`src/rtl/if_fetch_stage.sv`:
```
// Instruction-fetch stage: owns the PC, runs the imem req/ack handshake and drives the IF/ID register.
// Optional build macro IF_FETCH_CNT_EN adds a 32-bit fetch_count output of presented instructions.
//
// state   | meaning
// FETCH   | request outstanding at pc (imem_req=0 only in the first cycle after reset)
// STALL   | acked word parked in skid buffer, waiting for the IF/ID register to free up
// DISCARD | redirect arrived mid-request; finish the old handshake, drop its data
module if_fetch_stage #(
  parameter logic [31:0] RESET_PC = 32'h0000_0000,
  parameter logic [31:0] PC_STEP  = 32'd4
) (
  input  logic        clk,
  input  logic        rst,
  input  logic        freeze,
  input  logic        branch_taken,
  input  logic [31:0] branch_addr,
  output logic        imem_req,
  output logic [31:0] imem_addr,
  input  logic        imem_ack,
  input  logic [31:0] imem_rdata,
  output logic [31:0] pc_out,
  output logic [31:0] instruction,
  output logic        inst_valid
`ifdef IF_FETCH_CNT_EN
  ,
  output logic [31:0] fetch_count
`endif
);

  typedef enum logic [1:0] {
    FETCH   = 2'd0,
    STALL   = 2'd1,
    DISCARD = 2'd2
  } state_t;

  state_t      state;
  logic [31:0] pc;
  logic [31:0] skid_data;
  logic [31:0] skid_pc;

  logic        ack_fire;
  logic        can_load;
  logic        load_en;
  logic [31:0] pc_next;

  // An ack only counts against a request we are actually driving.
  assign ack_fire = imem_ack & imem_req;
  assign can_load = ~freeze | ~inst_valid;
  assign pc_next  = pc + PC_STEP;
  assign load_en  = ~branch_taken &
                    (((state == FETCH) & ack_fire & can_load) | ((state == STALL) & can_load));

  always_ff @(posedge clk) begin
    if (rst) begin
      state       <= FETCH;
      pc          <= RESET_PC;
      skid_data   <= 32'h0;
      skid_pc     <= 32'h0;
      imem_req    <= 1'b0;
      imem_addr   <= 32'h0;
      pc_out      <= 32'h0;
      instruction <= 32'h0;
      inst_valid  <= 1'b0;
    end else if (branch_taken) begin
      pc         <= branch_addr;
      inst_valid <= 1'b0;
      imem_req   <= 1'b1;
      // A live request cannot be withdrawn, so it is completed in DISCARD.
      if (imem_req && !ack_fire) begin
        state <= DISCARD;
      end else begin
        state     <= FETCH;
        imem_addr <= branch_addr;
      end
    end else begin
      case (state)
        FETCH: begin
          if (ack_fire) begin
            pc <= pc_next;
            if (can_load) begin
              instruction <= imem_rdata;
              pc_out      <= pc_next;
              inst_valid  <= 1'b1;
              imem_addr   <= pc_next;
            end else begin
              skid_data <= imem_rdata;
              skid_pc   <= pc_next;
              imem_req  <= 1'b0;
              state     <= STALL;
            end
          end else begin
            if (!freeze) inst_valid <= 1'b0;
            imem_req  <= 1'b1;
            imem_addr <= pc;
          end
        end
        STALL: begin
          if (can_load) begin
            instruction <= skid_data;
            pc_out      <= skid_pc;
            inst_valid  <= 1'b1;
            imem_req    <= 1'b1;
            imem_addr   <= pc;
            state       <= FETCH;
          end
        end
        DISCARD: begin
          if (!freeze) inst_valid <= 1'b0;
          if (ack_fire) begin
            imem_addr <= pc;
            state     <= FETCH;
          end
        end
        default: begin
          state    <= FETCH;
          imem_req <= 1'b0;
        end
      endcase
    end
  end

`ifdef IF_FETCH_CNT_EN
  always_ff @(posedge clk) begin
    if (rst) begin
      fetch_count <= 32'h0;
    end else if (load_en) begin
      fetch_count <= fetch_count + 32'd1;
    end
  end
`else
  logic unused_load_en;
  assign unused_load_en = load_en;
`endif

endmodule

```
`config.mk`:
```
export PLATFORM = sky130hd
export DESIGN_NAME = if_fetch_stage
export DESIGN_NICKNAME = d
export VERILOG_FILES = /design/src/rtl/if_fetch_stage.sv
export SDC_FILE = /design/constraint.sdc
export NUM_CORES = 1
export LEC_CHECK = 0
export BUFFER_PORTS_ARGS = -buffer_cell sky130_fd_sc_hd__clkbuf_2
export CAP_MARGIN = 25
export CORE_MARGIN = 2
export CORE_UTILIZATION = 60
export CTS_BUF_LIST = sky130_fd_sc_hd__clkbuf_16
export DETAILED_ROUTE_END_ITERATION = 16
export GPL_TIMING_DRIVEN = 0
export PLACE_DENSITY = 0.93
export SYNTH_ARGS = -nofsm -noshare
export SYNTH_HDL_FRONTEND = slang
export SYNTH_SLANG_ARGS = --single-unit
```
`constraint.sdc`:
```
create_clock -name clk -period 4 [get_ports clk]
set_input_delay 0 -clock clk [delete_from_list [all_inputs] [get_ports clk]]
set_output_delay 0 -clock clk [all_outputs]
set_load 0.02 [all_outputs]
```
==> results of run 1 <==
[synth_stat cells, drive strengths merged, types with 3 or more instances]
cell	n
xnor2	42
o21a	7
xor2	19
o211ai	10
inv	7
nand3	22
or4	3
nor4	19
mux2i	47
o211a	10
o32ai	5
o21bai	3
o21ai	27
nand4	26
nand2	139
dfxtp	196
buf	29
nand2b	18
and3	21
nor2	119
a211oi	65
a211o	6
a21oi	83
nor2b	5
a21o	3
and4	6
nor3	51
ha	5
clkbuf	85
and2	3
a31oi	6
a21boi	9
o31a	6
a32o	15
[report_power, final]
group,switching (W),internal (W)
combinational,0.000432,0.000242
sequential,0.0000532,0.00203
clock,0.000784,0.000978
total,0.00127,0.00325
[critical path, stage by stage (launching register included)]
cell	delay (ns)
dfxtp_1	0.37
clkbuf_1	0.32
nand3_1	0.49
a211oi_2	0.77
clkbuf_1	0.51
buf_2	0.35
nor2_1	0.10
a211oi_1	0.35
[per-stage QoR]
step	hold slack [ns]	setup WS [ns]	std cells
CTS	0.0117	0.950	1609
floorplan	0.136	1.87	1140
global route	0.00739	0.601	1611
global placement	0.240	1.06	1515
detailed placement	0.246	0.985	1517
finish	0.0105	0.625	1611
[layer usage]
| metal | wire [um] | global-route usage, % | vias up |
|---|---|---|---|
| met5 | 0 | 0 | - |
| met4 | 2080 | 23.8 | 0 |
| met3 | 4370 | 12.7 | 211 |
| met2 | 15900 | 64.3 | 895 |
| met1 | 12400 | 47.6 | 4900 |
| li1 | - | - | 4554 |
[final cells by class]
class / instances / share of cell area (%)
sequential: 196 / 33.3
inverter: 9 / 0.287
clock inverter: 12 / 1.33
clock buffer: 17 / 3.61
tap: 211 / 2.24
multi-input combinational: 821 / 42.6
timing repair buffer: 231 / 12.5
buffer: 114 / 4.07
[repair_timing]
item / in CTS / in global routing
hold endpoints to repair: 119 / 0
buffers inserted: 0 / 0
hold buffers: 63 / 0
setup endpoints to repair: 0 / 0
[flip-flops by register name (all words and copies together) (netlist names)]
name	flops
imem_req	1
inst_valid	1
state	2
imem_addr	32
pc_out	32
pc	32
instruction	32
skid_data	32
skid_pc	32
[worst paths after layout]
path / to / startpoint / slack, ns
worst max-delay path: instruction[11]$_SDFFE_PP0P_ / imem_req$_SDFFE_PP0P_ / 0.62
worst min-delay path: pc[16]$_SDFFE_PP0P_ / branch_addr[16] / 0.01
worst min register to register: pc_out[13]$_SDFFE_PP0P_ / pc_out[13]$_SDFFE_PP0P_ / 0.45
worst max register to register: instruction[11]$_SDFFE_PP0P_ / imem_req$_SDFFE_PP0P_ / 0.62
[logic make-up after synthesis]
| family | after synthesis | share of synthesized area, % |
|---|---|---|
| AO/OA/AOI/OAI | 268 | 19.5 |
| buffers and inverters | 123 | 5.43 |
| flip-flops | 196 | 41.5 |
| XOR/XNOR | 61 | 5.65 |
| multiplexers | 47 | 4.98 |
| AND/OR/NAND/NOR | 440 | 22.3 |
| adder cells (fa/ha/maj) | 5 | 0.662 |
==> flow_metrics.tcl, run 1 <==
set metrics [dict create \
    outcome "completed" \
    hp-class "input pin to register" \
    numPortBuffers 164 \
    dpl.hpwl_mm 22.4 \
    finish.net_count 1464 \
    vias 10600 \
    cts_resized 0 \
    relSlewSlack_pct 37.3 \
    synth_area_um2 9450 \
    period_needed_ns 3.38 \
    tightest_slew_ns 0.940 \
    final.setup.tns_ns 0 \
    cap_violations 0 \
    crit_path_end_kind "register" \
    clkLatencyLatePin_ns 0.45 \
    final_common_cell "dfxtp_1" \
    seqCellArea_um2 3920 \
    p_per_area_nw_per_um2 384 \
    place_congestion 1.03 \
    ir_worst_vdd_uv 344 \
    async_reset_ff_share_pct 0 \
    antenna_found_initial 0 \
    clockRootBuffer "clkbuf_16" \
    mostFrequentLayoutCells "dfxtp_1 (196), clkbuf_2 (168), nand2_1 (139)" \
    fin_skew_ns 0.0135 \
    final.fill_count 1023 \
    cts.sinks 196 \
    wl_per_cell_um 21.5 \
    cts_buffers 17 \
    syn_inst 1140 \
    synth_edf_count 0 \
    grt_pass1_vias 9883 \
    crit_required_ns 4.33 \
    worst-path-max-fanout 10 \
    rows 45 \
    drive_above_1_share_pct 16.9 \
    period_share_pct 84.4 \
    cts_tree "built" \
    multi_input_area_um2 5020 \
    netlist.area_leader.share_pct 41.5 \
    final-setup-viol-count 0 \
    grt_max_degree 17 \
    drc 0 \
    path_class "register to register" \
    synth_area_leaders "dfxtp_1 (42%), nand2_1 (5.5%), mux2i_1 (5.0%), a211oi_1 (4.9%), nor2_1 (4.7%)" \
    fmax_mhz 296 \
    syn-num-nets 1214 \
    totalWireLength_mm 34.7 \
    syn_area_per_cell_um2 8.29 \
    die_w_um 130 \
    core_area_um2 15300 \
    stdcell_area_um2 11800 \
    grt_pass1_wl_mm 51.7 \
    drtIter0Drc 1494 \
    ys_warn_count 0 \
    worstHoldPathCells 3 \
    dpl_cell_area_um2 10500 \
    synth_seq_cells 196 \
    cts.clk_slew.worst_paths_ns 0.07 \
    drtPass1Iterations 6 \
    rsz0062_at_grt "no" \
    hold_violations 0 \
    synth_area_leader_cell "dfxtp_1" \
    startpoint_type "register" \
    htreeDepth 4 \
    arrival_ns 3.70 \
    slew_violations 0 \
    grt-ovfl-total 0 \
    finish.utilization_pct 76.9 \
    grt_use_total_pct 40.2 \
    leakage_nw 4.48 \
    ys_seq_area_share_pct 41.5 \
    initial_core_util_pct 61.7 \
    synth_top_flop_cell "dfxtp_1" \
    power.total_w 0.00452 \
    synthToLayoutAreaGrowth_pct 24.5 \
    die_h_um 130 \
    viasPerCell 6.55 \
    antenna_cells 0 \
    die-area_um2 16800 \
    clockBufferDepth 2 \
    reg2regPathDepth 7 \
    antenna_left 0 \
    synthDistinctLibCells 59 \
    ios 167 \
]
No activity file was read; power rests on OpenSTA's default activity.
==> run 2, diff against run 1 <==
--- a/config.mk
+++ b/config.mk
@@ -8,11 +8,11 @@
 export BUFFER_PORTS_ARGS = -buffer_cell sky130_fd_sc_hd__clkbuf_2
 export CAP_MARGIN = 25
 export CORE_MARGIN = 2
-export CORE_UTILIZATION = 60
+export CORE_UTILIZATION = 56
 export CTS_BUF_LIST = sky130_fd_sc_hd__clkbuf_16
 export DETAILED_ROUTE_END_ITERATION = 16
 export GPL_TIMING_DRIVEN = 0
-export PLACE_DENSITY = 0.93
+export PLACE_DENSITY = 0.88
 export SYNTH_ARGS = -nofsm -noshare
 export SYNTH_HDL_FRONTEND = slang
 export SYNTH_SLANG_ARGS = --single-unit
==> constraint.sdc (replaced) <==
create_clock -name clk -period 3.45 [get_ports clk]
set_input_delay 0 -clock clk [delete_from_list [all_inputs] [get_ports clk]]
set_output_delay 0 -clock clk [all_outputs]
set_load 0.02 [all_outputs]
==> run 2 against run 1 <==
Register-to-register slack worse by 0.25 ns. Largest cell class unchanged. Via count is 3.9% lower. Count of clock-buffer cells in the layout stayed put.
==> flow_metrics.tcl, run 2 (synthesis results as in run 1) <==
set metrics [dict create \
    worstPathCellList "inv_1 -> ha_1 -> nand3_1 -> a211oi_2 -> clkbuf_1 -> clkbuf_1 -> a211oi_1" \
    ios 167 \
    antenna_left 0 \
    numPortBuffers 164 \
    rsz0062_at_grt "no" \
    cts.clk_slew.worst_paths_ns 0.07 \
    drtPass1Iterations 6 \
    grt-ovfl-total 0 \
    leakage_nw 4.49 \
    outcome "completed" \
    finish.net_count 1462 \
    fin_skew_ns 0.00705 \
    cts_resized 0 \
    period_needed_ns 3.08 \
    vias 10100 \
    antenna_found_initial 1 \
    die_h_um 134 \
    crit_family "buffers and inverters" \
    grt_use_total_pct 35.6 \
    htreeDepth 4 \
    crit_required_ns 3.74 \
    die-area_um2 17900 \
    final_common_cell "dfxtp_1" \
    final-setup-viol-count 0 \
    drc 0 \
    tightest_slew_ns 1.11 \
    path_common_cell "clkbuf_1" \
    clockBufferDepth 2 \
    rows 47 \
    cts_buffers 17 \
    fmax_mhz 325 \
    cts.sinks 196 \
    path_buf_inv 3 \
    initial_core_util_pct 57.2 \
    path_class "register to register" \
    cp_slowest_cell "a211oi_2" \
    drtIter0Drc 1266 \
    final.setup.tns_ns 0 \
    slew_violations 0 \
    worst-path-max-fanout 10 \
    clockRootBuffer "clkbuf_16" \
    finish.utilization_pct 71.4 \
    relSlewSlack_pct 25.5 \
    startpoint_type "register" \
    wl_per_cell_um 19.9 \
    grt_pass1_vias 9730 \
    drive_above_1_share_pct 16.9 \
    place_congestion 1.07 \
    period_share_pct 89.3 \
    viasPerCell 6.26 \
    crit_path_end_kind "register" \
    die_w_um 134 \
    hold_violations 0 \
    synthToLayoutAreaGrowth_pct 24.7 \
    cts_tree "built" \
    critPathMaxStageDelay_ns 0.69 \
    arrival_ns 3.37 \
    hp-class "input pin to register" \
    grt_pass1_wl_mm 50.1 \
    mostFrequentLayoutCells "dfxtp_1 (196), clkbuf_2 (167), nand2_1 (139)" \
    p_per_area_nw_per_um2 445 \
    ir_worst_vdd_uv 390 \
    dpl.hpwl_mm 22.3 \
    clkLatencyLatePin_ns 0.44 \
    core_area_um2 16500 \
    cap_violations 0 \
    grt_max_degree 18 \
    totalWireLength_mm 32.2 \
]
[run 2: where the power goes]
group / switching [W] / total [W] / internal [W]
logic: 0.000482 / 0.000761 / 0.000280
clock network: 0.000922 / 0.00207 / 0.00115
registers: 0.0000563 / 0.00241 / 0.00235
total: 0.00146 / 0.00525 / 0.00379
[run 2: layout make-up]
| cell class | count | area, um2 |
|---|---|---|
| flip-flops and latches | 196 | 3920 |
| diodes | 1 | 2.50 |
| multi-input cells | 821 | 5020 |
| clock buffers | 17 | 425 |
| clock inverters | 15 | 180 |
| plain buffers | 114 | 479 |
| fillers | 1257 | 4730 |
| repair buffers | 229 | 1460 |
| well taps | 220 | 275 |
| inverters | 9 | 33.8 |
[run 2: stage by stage]
stage          power, W  std cells  hold WS [ns]  area, um2  setup WS, ns
5_1_grt         0.00538       1622        0.0365      11800         0.191
3_3_place_gp    0.00312       1524         0.240      10600         0.604
2_1_floorplan   0.00288       1140         0.136       9450          1.32
4_1_cts         0.00521       1620       0.00224      11800         0.523
6_report        0.00525       1622        0.0184      11800         0.370
3_5_place_dp    0.00313       1526         0.243      10600         0.555
[run 2: worst reg2reg max path, stage by stage (launching register included)]
cell	delay, ns
dfxtp_1	0.35
inv_1	0.10
ha_1	0.26
nand3_1	0.38
a211oi_2	0.69
clkbuf_1	0.51
clkbuf_1	0.47
a211oi_1	0.17
[run 2: worst paths after layout]
path                            slack, ns                          end              startpoint  depth (start not counted)
worst max-delay path                 0.37  instruction[2]$_SDFFE_PP0P_   state[0]$_SDFFE_PP0P_                          7
worst min-delay path                 0.02   imem_addr[18]$_SDFFE_PP0P_         branch_addr[18]                          4
worst max register to register       0.37  instruction[2]$_SDFFE_PP0P_   state[0]$_SDFFE_PP0P_                          7
worst min register to register       0.45       pc_out[6]$_SDFFE_PP0P_  pc_out[6]$_SDFFE_PP0P_                          2
[run 2: layer usage]
layer / track usage, % / part of all wire (%)
met5: 0 / 0
met4: 19.9 / 5.4
met3: 6.80 / 11
met2: 57.6 / 46
met1: 44.7 / 38
[run 2: repair_timing]
item,4_1_cts,5_1_grt
buffers inserted,0,0
endpoints found under the setup margin,0,0
hold buffers,62,0
endpoints found under the hold margin,120,0
